**src/rtl/multicycle_mem_bridge_pkg.sv**
```systemverilog
// Shared definitions for the multicycle memory bridge: funct3 load/store codes,
// bridge states, byte-enable patterns and small lane helpers.
package multicycle_mem_bridge_pkg;

   localparam logic [2:0] FMT_B  = 3'b000;
   localparam logic [2:0] FMT_H  = 3'b001;
   localparam logic [2:0] FMT_W  = 3'b010;
   localparam logic [2:0] FMT_BU = 3'b100;
   localparam logic [2:0] FMT_HU = 3'b101;

   localparam int BE_W = 4;
   localparam logic [BE_W-1:0] BE_BYTE = 4'b0001;
   localparam logic [BE_W-1:0] BE_HALF = 4'b0011;
   localparam logic [BE_W-1:0] BE_WORD = 4'b1111;

   typedef enum logic [1:0] {
      ST_IDLE,
      ST_BUSY,
      ST_DONE
   } bridge_state_e;

   // Unknown funct3 codes and unnaturally aligned halves/words never reach the bus.
   function automatic logic is_illegal(input logic [2:0] fmt, input logic [1:0] ofs);
      case (fmt)
         FMT_B, FMT_BU: is_illegal = 1'b0;
         FMT_H, FMT_HU: is_illegal = ofs[0];
         FMT_W:         is_illegal = (ofs != 2'b00);
         default:       is_illegal = 1'b1;
      endcase
   endfunction

   function automatic logic [BE_W-1:0] lane_enable(input logic [2:0] fmt, input logic [1:0] ofs);
      case (fmt)
         FMT_B, FMT_BU: lane_enable = BE_BYTE << ofs;
         FMT_H, FMT_HU: lane_enable = BE_HALF << ofs;
         default:       lane_enable = BE_WORD;
      endcase
   endfunction

   function automatic logic [31:0] lane_data(input logic [2:0] fmt, input logic [31:0] data);
      case (fmt)
         FMT_B, FMT_BU: lane_data = {4{data[7:0]}};
         FMT_H, FMT_HU: lane_data = {2{data[15:0]}};
         default:       lane_data = data;
      endcase
   endfunction

endpackage

```
**src/rtl/multicycle_mem_bridge_load_align.sv**
```systemverilog
// Combinational load alignment: picks the byte/half at the given lane offset
// and sign- or zero-extends it according to funct3.
module multicycle_load_align
   import multicycle_mem_bridge_pkg::*;
(
   input  logic [31:0] word_i,
   input  logic [1:0]  offset_i,
   input  logic [2:0]  format_i,
   output logic [31:0] result_o
);

   logic [31:0] shifted;

   always_comb begin
      shifted = word_i >> {offset_i, 3'b000};
      case (format_i)
         FMT_B:   result_o = {{24{shifted[7]}}, shifted[7:0]};
         FMT_H:   result_o = {{16{shifted[15]}}, shifted[15:0]};
         FMT_BU:  result_o = {24'd0, shifted[7:0]};
         FMT_HU:  result_o = {16'd0, shifted[15:0]};
         default: result_o = shifted;
      endcase
   end

endmodule

```
**src/rtl/multicycle_mem_bridge.sv**
```systemverilog
// Converts held read/write strobes from the multicycle control path into a
// request/ready bus access, returning a one-cycle mem_ready pulse.
module multicycle_mem_bridge
   import multicycle_mem_bridge_pkg::*;
#(
   parameter int unsigned TIMEOUT_CYCLES = 255
) (
   input  logic        clock,
   input  logic        reset,
   input  logic        mem_read_enable,
   input  logic        mem_write_enable,
   input  logic [2:0]  data_format,
   input  logic [31:0] address,
   input  logic [31:0] write_data,
   output logic [31:0] read_data,
   output logic        mem_ready,
   output logic        misaligned_fault,
   output logic        bus_timeout,
   output logic [31:0] bus_address,
   output logic        bus_read_request,
   output logic        bus_write_request,
   output logic [3:0]  bus_byte_enable,
   output logic [31:0] bus_write_data,
   input  logic [31:0] bus_read_data,
   input  logic        bus_ready
);

   localparam logic [15:0] TIMEOUT_LIMIT = 16'(TIMEOUT_CYCLES);

   bridge_state_e state_q, state_d;
   logic [31:0]   addr_q, addr_d;
   logic [2:0]    fmt_q, fmt_d;
   logic [31:0]   wdata_q, wdata_d;
   logic          write_q, write_d;
   logic          fault_q, fault_d;
   logic          timeout_q, timeout_d;
   logic [31:0]   rdata_q, rdata_d;
   logic [15:0]   count_q, count_d;
   logic [31:0]   aligned;
   logic          busy;

   multicycle_load_align u_align (
      .word_i   (bus_read_data),
      .offset_i (addr_q[1:0]),
      .format_i (fmt_q),
      .result_o (aligned)
   );

   always_ff @(posedge clock or negedge reset) begin
      if (!reset) begin
         state_q   <= ST_IDLE;
         addr_q    <= '0;
         fmt_q     <= '0;
         wdata_q   <= '0;
         write_q   <= 1'b0;
         fault_q   <= 1'b0;
         timeout_q <= 1'b0;
         rdata_q   <= '0;
         count_q   <= '0;
      end else begin
         state_q   <= state_d;
         addr_q    <= addr_d;
         fmt_q     <= fmt_d;
         wdata_q   <= wdata_d;
         write_q   <= write_d;
         fault_q   <= fault_d;
         timeout_q <= timeout_d;
         rdata_q   <= rdata_d;
         count_q   <= count_d;
      end
   end

   // read_data only changes on the transition into DONE; every other path holds it.
   always_comb begin
      state_d   = state_q;
      addr_d    = addr_q;
      fmt_d     = fmt_q;
      wdata_d   = wdata_q;
      write_d   = write_q;
      fault_d   = fault_q;
      timeout_d = timeout_q;
      rdata_d   = rdata_q;
      count_d   = count_q;
      case (state_q)
         ST_IDLE: begin
            if (mem_write_enable || mem_read_enable) begin
               addr_d    = address;
               fmt_d     = data_format;
               wdata_d   = write_data;
               write_d   = mem_write_enable;
               count_d   = '0;
               timeout_d = 1'b0;
               if (is_illegal(data_format, address[1:0])) begin
                  fault_d = 1'b1;
                  rdata_d = '0;
                  state_d = ST_DONE;
               end else begin
                  fault_d = 1'b0;
                  state_d = ST_BUSY;
               end
            end
         end
         ST_BUSY: begin
            if (bus_ready) begin
               rdata_d = write_q ? 32'd0 : aligned;
               state_d = ST_DONE;
            end else if (count_q + 16'd1 == TIMEOUT_LIMIT) begin
               timeout_d = 1'b1;
               rdata_d   = '0;
               state_d   = ST_DONE;
            end else begin
               count_d = count_q + 16'd1;
            end
         end
         ST_DONE: state_d = ST_IDLE;
         default: state_d = ST_IDLE;
      endcase
   end

   assign busy              = (state_q == ST_BUSY);
   assign mem_ready         = (state_q == ST_DONE);
   assign misaligned_fault  = mem_ready && fault_q;
   assign bus_timeout       = mem_ready && timeout_q;
   assign read_data         = rdata_q;
   assign bus_read_request  = busy && !write_q;
   assign bus_write_request = busy && write_q;
   assign bus_address       = busy ? {addr_q[31:2], 2'b00} : 32'd0;
   assign bus_byte_enable   = busy ? lane_enable(fmt_q, addr_q[1:0]) : 4'd0;
   assign bus_write_data    = (busy && write_q) ? lane_data(fmt_q, wdata_q) : 32'd0;

endmodule

```
**config.mk**
```make
export PLATFORM = sky130hd
export DESIGN_NAME = multicycle_mem_bridge
export DESIGN_NICKNAME = d
export VERILOG_FILES = /design/src/rtl/multicycle_mem_bridge_pkg.sv /design/src/rtl/multicycle_mem_bridge_load_align.sv /design/src/rtl/multicycle_mem_bridge.sv
export SDC_FILE = /design/constraint.sdc
export NUM_CORES = 1
export LEC_CHECK = 0
export CAP_MARGIN = 20
export CORE_MARGIN = 2
export CORE_UTILIZATION = 47
export DETAILED_ROUTE_END_ITERATION = 7
export PLACE_DENSITY = 0.85
export SKIP_LAST_GASP = 1
export SLEW_MARGIN = 40
export SYNTH_ARGS = -nofsm -noshare
export SYNTH_HDL_FRONTEND = slang
export SYNTH_SLANG_ARGS = --single-unit
```
**constraint.sdc**
```tcl
create_clock -name clock -period 3.7 [get_ports clock]
set_clock_uncertainty 0.2 [all_clocks]
set_input_delay 0.555 -clock clock [delete_from_list [all_inputs] [get_ports clock]]
set_output_delay 0.555 -clock clock [all_outputs]
set_load 0.005 [all_outputs]
```
==> results.yml <==
pwr:
  sw_frac_of_total: 0.371
  peakVddDrop_mv: 0.424
  seqPwrFrac: 0.336
  p_switching_mw: 2.41
  p_leak_nw: 4.18
  combPwrFrac: 0.396
  power_frac_clock: 0.268
  p_int_mw: 4.09
  powerDensity_mw_per_mm2: 709
critical_path:
  cpPeakStageDelay_ps: 550
  path_cells: "ha_1, nand3_2, nor3_2, nand3_1, a21bo_1, or4b_1, a211o_1, buf_4, a22o_1"
  reg2reg_slack_ps: 370
  path_buf_inv: 1
  ff2ff_path_depth: 9
  cp_data_arrival_time_ps: 3440
  worstSetupEndpoint: "read_data[22]$_DFFE_PN0P_"
  worst_r2r_endpoint: "read_data[22]$_DFFE_PN0P_"
  cpMaxStageDelayCell: "or4b_1"
  crit_type: "reg -> reg"
  cpLargestDelayFamily: "simple AND/OR/NAND/NOR gates"
  end_kind: "flip-flop"
  cp-start-kind: "flip-flop"
  reg2reg_from: "count_q[1]$_DFFE_PN0P_"
  cp_max_fo: 33
  worstSetupStartpoint: "count_q[1]$_DFFE_PN0P_"
  crit_cells: 9
  critPathRequiredTime_ps: 3810
floorplan:
  die_area_mm2: 0.0145
  core.rowCount: 42
  io_pins: 209
  placeableCoreArea_mm2: 0.0132
  floorplan.initialDensity: 0.479
  die_w_um: 120
  fp.dieH_um: 120
flow_run:
  drv_cap: 0
route:
  drt-initial-drc-count: 628
  wl_mm: 19.0
  antenna_left: 0
  drc_errors: 0
  vias: 6255
  drt_first_pass_iters: 6
  routedWlPerCell_um: 16.6
  viasPerCell: 5.46
clocking:
  postCtsSetupRepairBufs: 0
  clk_pin_slew_worst_paths_ps: 60
  cts_buffer_depth: 2
  cts.repair.resized: 0
  root_buffer: "clkbuf_16"
  cts_hold_buf: 1
  cts_tree: "done"
  cts_max_level: 4
  numCtsBuffers: 17
  clk_latency_ps: 420
  clock-sinks: 120
synth:
  synth_warnings: 0
  synth_top_cell_area_share: 0.473
  synthCells: 766
  avgSynthCellArea_um2: 8.29
  ys_seq_elements: 120
  yosys_most_used_dff: "dfrtp_1"
  ys_async_sr_fraction: 1.00
  synth_seq_area_share: 0.473
  yosys.cell_types.count: 50
  syn_area_mm2: 0.00635
  synth_edf_count: 0
  synth.most_common_cell: "nand2_1"
  synthTopCellsByArea: "dfrtp_1 47%, nand2_1 16%, mux2i_1 5.4%"
  yosysTopAreaCell: "dfrtp_1"
  ys_top_cells_by_count: "271 x nand2_1, 120 x dfrtp_1, 44 x nor2_1"
grt:
  antenna_found_initial: 0
  grt_pass1_vias: 6066
  grt_max_degree: 71
  grt_pass1_wl_mm: 30.9
  gr-total-overflow: 0
  grt_usage: 0.270
placement:
  gp_congestion: 0.842
  place_hpwl_mm: 13.0
  place_ws_ps: 414
  portBuffers: 206
finish:
  antenna_cells: 0
  area_delta_synth_final_pct: 44.5
  multi_input_area_mm2: 0.00311
  fill_cells: 1057
  fin_nets: 1062
  final_layout_size_suffix_gt1_frac: 0.0702
  regArea_mm2: 0.00300
timing:
  final-setup-viol-count: 0
  slew_violations: 0
  setup-tns-final_ps: 0
  clock.fmax_ghz: 0.300
  rsz0062_at_grt: "false"
  min_period_ps: 3330
  max-slew-margin-rel: 0.440
  period_share: 0.901
  worst_slew_pin_slew_ps: 834
  fin_ws_ps: 366
  hold_viol_final: 0
status:
  outcome: "complete, no violations"
worst_hold_path:
  min_path_type: "reg -> reg"
state kept, by name, indices dropped and copies added (netlist names):
name / cells
write_q: 1
timeout_q: 1
fmt_q: 3
fault_q: 1
read_data: 32
addr_q: 32
wdata_q: 32
state_q: 2
count_q: 16
how the worst min path moves through the flow:
stage,start,endpoint,slack (ps),cells after the start
floorplan,reset,addr_q[0]$_DFFE_PN0P_,60,0
global placement,addr_q[15]$_DFFE_PN0P_,addr_q[15]$_DFFE_PN0P_,250,2
detailed placement,addr_q[6]$_DFFE_PN0P_,addr_q[6]$_DFFE_PN0P_,250,2
CTS,addr_q[6]$_DFFE_PN0P_,addr_q[6]$_DFFE_PN0P_,270,2
global route,addr_q[7]$_DFFE_PN0P_,addr_q[7]$_DFFE_PN0P_,290,2
finish,addr_q[19]$_DFFE_PN0P_,addr_q[19]$_DFFE_PN0P_,260,2
cells in the final DEF (no fill, tap or decap), types with 3 or more instances in the layout:
cell type	count
nand2_1	269
clkdlybuf4s50_1	205
dfrtp_1	120
nor2_1	44
o21ai_0	37
a21oi_1	36
mux2i_1	34
and2_1	33
buf_4	19
a22o_1	17
clkbuf_16	17
o2bb2ai_1	16
nand3_1	11
and3_1	10
mux2_2	9
nand4_1	6
a31oi_1	6
inv_1	5
nand2b_1	5
nor3_1	5
nor2b_1	4
nor4_1	4
clkinvlp_4	4
bufinv_16	4
or2_2	3
o31ai_1	3
clkbuf_1	3
metal layers:
layer / part of all wire / vias up / GRT usage
li1: - / 2928 / -
met1: 0.41 / 3018 / 0.356
met2: 0.48 / 279 / 0.431
met3: 0.090 / 30 / 0.0774
met4: 0.020 / 0 / 0.0916
met5: 0 / - / 0
cells by family (layout without fill, tap and decap cells):
group | count (synthesis) | after routing | synth area share
DFF | 120 | 120 | 0.473
xor gates and xnor gates | 3 | 3 | 0.00414
other | 1 | 2 | 0.000591
adders and majority gates | 2 | 2 | 0.00394
AOI/OAI and AO/OA | 129 | 129 | 0.131
and+or+nand+nor | 408 | 408 | 0.278
muxes | 43 | 43 | 0.0696
buffers and inverters | 60 | 262 | 0.0398
cell type report:
type	count	share of cell area
Clock buffer	21	0.0491
Clock inverter	11	0.0188
Inverter	5	0.00205
Multi-Input combinational cell	587	0.339
Sequential cell	120	0.327
Tap cell	176	0.0240
Timing Repair Buffer	225	0.240
through the flow:
step	cells	power (mW)	hold WS [ps]	util	area, um2
6_report	1145	6.51	263	0.693	9180
5_1_grt	1145	6.94	286	0.693	9180
3_3_place_gp	1112	4.67	250	0.645	8540
4_1_cts	1145	6.51	267	0.693	9170
3_5_place_dp	1112	4.74	254	0.645	8540
2_1_floorplan	767	3.66	59.4	-	6350
power groups by stage:
stage / clock network (mW) / registers [mW] / logic [mW]
4_1_cts: 1.76 / 2.17 / 2.57
3_3_place_gp: 0 / 2.17 / 2.50
6_report: 1.75 / 2.18 / 2.58
3_5_place_dp: 0 / 2.18 / 2.55
2_1_floorplan: 0 / 2.02 / 1.63
5_1_grt: 1.82 / 2.24 / 2.87
worst register-to-register path, delay by kind of cell (launching register included):
kind / cells / cell delay [ps]
simple gates: 4 / 1120
compound gates: 3 / 810
flops: 1 / 480
buf+inv: 1 / 250
fa+ha+maj: 1 / 360
Power figures use the tool's default switching activity.
